$ cat config.mk
export PLATFORM = sky130hd
export DESIGN_NAME = uart_apb_master
export DESIGN_NICKNAME = d
export VERILOG_FILES = /design/src/rtl/uart_apb_pkg.sv /design/src/rtl/uart_apb_wait_timer.sv /design/src/rtl/uart_apb_master.sv
export SDC_FILE = /design/constraint.sdc
export NUM_CORES = 1
export LEC_CHECK = 0
export CORE_MARGIN = 5
export CORE_UTILIZATION = 40
export CTS_CLUSTER_DIAMETER = 40
export DETAILED_ROUTE_END_ITERATION = 7
export PLACE_DENSITY_LB_ADDON = 0.08
export SETUP_SLACK_MARGIN = 0.15
export SYNTH_ARGS = -nofsm -noshare
export SYNTH_HDL_FRONTEND = slang
export SYNTH_SLANG_ARGS = --single-unit
$ cat constraint.sdc
create_clock -name pClk -period 1.59 [get_ports pClk]
set_clock_uncertainty 0.05 [all_clocks]
set_input_delay 0.477 -clock pClk [delete_from_list [all_inputs] [get_ports pClk]]
set_output_delay 0.477 -clock pClk [all_outputs]
set_load 0.02 [all_outputs]
$ cat src/rtl/uart_apb_pkg.sv
// Shared types and constants for the UART APB initiator.
package uart_apb_pkg;

  localparam int ADDR_W_DEF = 32;
  localparam int DATA_W_DEF = 32;

  // UART register block address map
  localparam logic [31:0] UART_TXD  = 32'h0000_0000;
  localparam logic [31:0] UART_RXD  = 32'h0000_0001;
  localparam logic [31:0] UART_STAT = 32'h0000_0005;

  typedef enum logic [1:0] {
    IDLE   = 2'd0,
    SETUP  = 2'd1,
    ACCESS = 2'd2
  } apb_state_e;

endpackage

$ cat src/rtl/uart_apb_wait_timer.sv
// ACCESS-phase wait-state counter. Only instantiated when APB_TIMEOUT_EN is
// defined. o_expired flags that the current wait cycle is the LIMIT-th one.
module uart_apb_wait_timer #(
  parameter int LIMIT = 16
) (
  input  logic i_clk,
  input  logic i_rst_n,
  input  logic i_clr,
  input  logic i_inc,
  output logic o_expired
);

  localparam logic [7:0] LIMIT_M1 = 8'(LIMIT - 1);

  logic [7:0] r_count;

  // Count wait cycles, saturating at 255; cleared at the start of each transfer
  always_ff @(posedge i_clk or negedge i_rst_n) begin
    if (!i_rst_n) begin
      r_count <= 8'd0;
    end else if (i_clr) begin
      r_count <= 8'd0;
    end else if (i_inc && (r_count != 8'hFF)) begin
      r_count <= r_count + 8'd1;
    end else begin
      r_count <= r_count;
    end
  end

  // A wait in this cycle would bring the count up to LIMIT
  assign o_expired = (r_count >= LIMIT_M1);

endmodule

$ cat src/rtl/uart_apb_master.sv
// APB initiator for the UART register block: turns a valid/ready command
// stream into APB SETUP/ACCESS transfers, one in flight, and returns read data
// and error status on a valid/ready response stream.
// Optional feature: define APB_TIMEOUT_EN to abort ACCESS after
// TIMEOUT_CYCLES wait states with an error response.
module uart_apb_master
  import uart_apb_pkg::*;
#(
  parameter int ADDR_W         = ADDR_W_DEF,
  parameter int DATA_W         = DATA_W_DEF,
  parameter int TIMEOUT_CYCLES = 16
) (
  input  logic              pClk,
  input  logic              pReset,
  input  logic              cmdValid,
  output logic              cmdReady,
  input  logic              cmdWrite,
  input  logic [ADDR_W-1:0] cmdAddr,
  input  logic [DATA_W-1:0] cmdWdata,
  output logic              rspValid,
  input  logic              rspReady,
  output logic [DATA_W-1:0] rspRdata,
  output logic              rspErr,
  output logic              pSel,
  output logic              pEnable,
  output logic              pWrite,
  output logic [ADDR_W-1:0] pAddr,
  output logic [DATA_W-1:0] pWdata,
  input  logic              pReady,
  input  logic [DATA_W-1:0] pReadData,
  input  logic              pSlvErr
);

  apb_state_e        r_state;
  apb_state_e        w_state_nxt;
  logic              r_psel;
  logic              r_penable;
  logic              r_pwrite;
  logic [ADDR_W-1:0] r_paddr;
  logic [DATA_W-1:0] r_pwdata;
  logic              r_rsp_valid;
  logic              r_rsp_err;
  logic [DATA_W-1:0] r_rsp_rdata;

  logic w_accept;
  logic w_consume;
  logic w_done;
  logic w_timeout;
  logic w_finish;

  // A new command may only be taken when idle and the response slot frees up
  assign cmdReady  = (r_state == IDLE) && (!r_rsp_valid || rspReady);
  assign w_accept  = cmdValid && cmdReady;
  assign w_consume = r_rsp_valid && rspReady;
  assign w_done    = (r_state == ACCESS) && pReady;

`ifdef APB_TIMEOUT_EN
  logic w_tmr_clr;
  logic w_tmr_inc;
  logic w_expired;

  assign w_tmr_clr = (r_state == SETUP);
  assign w_tmr_inc = (r_state == ACCESS) && !pReady;

  uart_apb_wait_timer #(
    .LIMIT (TIMEOUT_CYCLES)
  ) u_wait_timer (
    .i_clk     (pClk),
    .i_rst_n   (pReset),
    .i_clr     (w_tmr_clr),
    .i_inc     (w_tmr_inc),
    .o_expired (w_expired)
  );

  // Normal completion (pReady=1) always beats the timeout
  assign w_timeout = (r_state == ACCESS) && !pReady && w_expired;
`else
  assign w_timeout = 1'b0;
`endif

  assign w_finish = w_done || w_timeout;

  // FSM state register
  always_ff @(posedge pClk or negedge pReset) begin
    if (!pReset) begin
      r_state <= IDLE;
    end else begin
      r_state <= w_state_nxt;
    end
  end

  // FSM next-state logic
  always_comb begin
    w_state_nxt = r_state;
    case (r_state)
      IDLE: begin
        if (w_accept) begin
          w_state_nxt = SETUP;
        end else begin
          w_state_nxt = IDLE;
        end
      end
      SETUP: begin
        w_state_nxt = ACCESS;
      end
      ACCESS: begin
        if (w_finish) begin
          w_state_nxt = IDLE;
        end else begin
          w_state_nxt = ACCESS;
        end
      end
      default: begin
        w_state_nxt = IDLE;
      end
    endcase
  end

  // APB request signals: address/direction/data change only on accept
  always_ff @(posedge pClk or negedge pReset) begin
    if (!pReset) begin
      r_psel    <= 1'b0;
      r_penable <= 1'b0;
      r_pwrite  <= 1'b0;
      r_paddr   <= {ADDR_W{1'b0}};
      r_pwdata  <= {DATA_W{1'b0}};
    end else if (w_accept) begin
      r_psel    <= 1'b1;
      r_penable <= 1'b0;
      r_pwrite  <= cmdWrite;
      r_paddr   <= cmdAddr;
      r_pwdata  <= cmdWrite ? cmdWdata : {DATA_W{1'b0}};
    end else if (r_state == SETUP) begin
      r_penable <= 1'b1;
    end else if (w_finish) begin
      r_psel    <= 1'b0;
      r_penable <= 1'b0;
    end
  end

  // Response slot: loaded at completion, held until consumed
  always_ff @(posedge pClk or negedge pReset) begin
    if (!pReset) begin
      r_rsp_valid <= 1'b0;
      r_rsp_err   <= 1'b0;
      r_rsp_rdata <= {DATA_W{1'b0}};
    end else if (w_finish) begin
      r_rsp_valid <= 1'b1;
      r_rsp_err   <= w_done ? pSlvErr : 1'b1;
      r_rsp_rdata <= (w_done && !r_pwrite && !pSlvErr) ? pReadData : {DATA_W{1'b0}};
    end else if (w_consume) begin
      r_rsp_valid <= 1'b0;
    end
  end

  assign pSel     = r_psel;
  assign pEnable  = r_penable;
  assign pWrite   = r_pwrite;
  assign pAddr    = r_paddr;
  assign pWdata   = r_pwdata;
  assign rspValid = r_rsp_valid;
  assign rspErr   = r_rsp_err;
  assign rspRdata = r_rsp_rdata;

endmodule
==> flow_summary.yaml <==
sta:
  rsz0062_at_grt: "yes"
  max_freq_ghz: 0.6048
  hold_viol: 0
  worstMarginPinSlew_ns: 0.4802
  fin_ws_ns: -0.06347
  tns_ns: -0.9570
  setup_viol: 20
  slew_viol_final: 0
  max_slew_margin_pct: 67.99
  fin_crit_sh_pct: 104.0
  layout_min_cycle_time_ns: 1.653
synthesis:
  synth_nets: 399
  synth-edff-count: 0
  synth_area_leaders: "dfrtp_1 64%, mux2i_1 7.9%, a22o_1 6.9%"
  synth.distinct_cells: 22
  yosysTopAreaCell: "dfrtp_1"
  synthCells: 296
  ys_async_sr_fraction_pct: 100.0
  synth_most_common_cell: "dfrtp_1"
  synth_seq_cells: 103
  synth_flop_cell: "dfrtp_1"
  synth_top_area_share_pct: 63.74
  avgSynthCellArea_um2: 13.66
  synthTopCellsByCount: "103 x dfrtp_1, 34 x nand2_1, 32 x a22o_1, 32 x inv_1, 32 x mux2i_1"
  synth.cell_area_um2: 4044
  ys_seq_area_share_pct: 63.74
  yosysWarnings: 0
floorplanning:
  die_area_um2: 12220
  rows: 36
  dieHeight_um: 110.5
  design.core.area_um2: 9819
  io_pins: 205
  dieWidth_um: 110.5
  initial_core_util_pct: 41.18
placement:
  dpl-instance-area_um2: 6514
  port_buffers: 204
  place.detailed.hpwl_mm: 8.284
  routabilityCongestion: 0.7424
clock_tree:
  clk_latency_ns: 0.35
  htreeDepth: 3
  numCtsBuffers: 9
  clock_path_buffers: 2
  cts-root-buf: "clkbuf_8"
  path_clk_slew_ns: 0.10
  hold_buffers: 0
  cts_tree: "yes"
  clkSinkCount: 103
detailed_routing:
  wl_per_cell_um: 17.16
  vias: 3362
  drtAntennaViolNets: 0
  routed_wl_mm: 12.51
  drcViolationCount: 0
  first_pass_iters: 4
  drt-initial-drc-count: 137
  vias_per_cell: 4.612
setup_path:
  critPathArrivalTime_ns: 1.13
  reg2reg_depth: 6
  cp_max_fo: 2
  startpoint_type: "flop"
  end_kind: "output pin"
  critPathKind: "reg2out"
  cp.required_ns: 1.06
cells_and_area:
  nets: 694
  antennaDiodeCount: 0
  drive_above_1_share_pct: 43.12
  syn_to_final_growth_pct: 88.92
  finalInstanceArea_um2: 7640
global_route:
  globalRouteOverflowTotal: 0
  grt_pass1_wl_mm: 18.80
  grt_start_max_net_pins: 40
  antenna_found_initial: 0
  grt_usage_pct: 19.04
  grt_pass1_vias: 3580
job:
  cap_violations: 0
run_status:
  status: "finished with violations"
  violations: "setup timing"
hold_path:
  hold_path.class: "in2async"
power:
  ir_drop_v: 0.001003
  p_leak_nw: 3.725
  p_per_area_nw_per_um2: 2083
[logic make-up (layout without fill, tap and decap cells)]
family | Yosys count | in the layout | synth area share, %
DFF | 103 | 103 | 63.74
muxes | 66 | 66 | 17.85
buffers and inverters | 50 | 350 | 6.127
and+or+nand+nor | 42 | 42 | 4.920
AOI/OAI and AO/OA | 35 | 35 | 7.364
[layer usage]
layer | part of all wire (%) | wire length, um | vias up | global-route usage (%)
met3 | 7.0 | 870 | 6 | 6.346
li1 | - | - | 1581 | -
met5 | 0 | 0 | - | 0
met1 | 42 | 5223 | 1652 | 23.64
met2 | 50 | 6312 | 123 | 32.08
met4 | 0.79 | 99 | 0 | 4.762
[critical path, stage by stage, from the launching register on]
cell and delay (ns):
dfrtp_1 0.40, nor2_2 0.13, and2_4 0.15, buf_6 0.11
[where the power goes]
group | switching [mW] | leakage, nW | internal [mW]
registers | 0.963 | 1.30 | 3.92
logic | 3.76 | 2.32 | 5.58
clock network | 0.883 | 0.0988 | 0.819
[final timing paths]
kind                               from      endpoint  slack, ns
hold / removal                   pReset      pAddr[6]       0.03
setup reg to reg             r_state[1]     pAddr[30]      -0.06
max in group asynchronous        pReset      rspValid       0.99
hold reg to reg            rspRdata[14]  rspRdata[14]       0.49
min in group pClk          rspRdata[14]  rspRdata[14]       0.49
setup / recovery             r_state[1]      cmdReady      -0.06
[state kept, by name (all words and copies together) (netlist names)]
signal / flops
pAddr: 32
pEnable: 1
pSel: 1
pWdata: 32
pWrite: 1
r_state: 2
rspErr: 1
rspRdata: 32
rspValid: 1
[cell usage in the layout (no fill, tap or decap), types with 3 or more instances in the layout]
cell             count
a22o_1              32
buf_12              12
buf_16               3
buf_4               71
buf_6              108
buf_8                4
clkbuf_16            3
clkbuf_8            11
clkdlybuf4s50_1    100
dfrtp_1            103
inv_1               32
mux2_4              34
mux2i_1             31
nand2_1             34
[layout make-up]
type,instances,area (um^2)
clock inverters,4,53.80
clock buffers,12,155.1
multi-input cells,143,1350
repair buffers,302,3217
inverters,32,120.1
fillers,667,2180
flip-flops and latches,103,2577
well taps,133,166.4
[repair_timing]
item	4_1_cts	5_1_grt
resized for setup	574	59
buffers inserted	36	32
cloned	3	4
setup endpoints to repair	169	203
pin swaps	35	18
[per-stage QoR]
step / setup slack (ns) / cells / power (mW) / hold WS, ns / utilization (%)
after floorplan: 0.1068 / 296 / 8.485 / 0.1314 / -
after global placement: -0.7365 / 638 / 12.02 / 0.4131 / 66.34
final: -0.06347 / 729 / 15.92 / 0.03040 / 77.80
after CTS: -0.08559 / 693 / 14.89 / 0.02286 / 72.39
after detailed placement: -0.7354 / 638 / 12.14 / 0.4176 / 66.34
after global routing: -0.1319 / 729 / 16.72 / 0.02554 / 77.80
(Power assumes the default switching activity.)
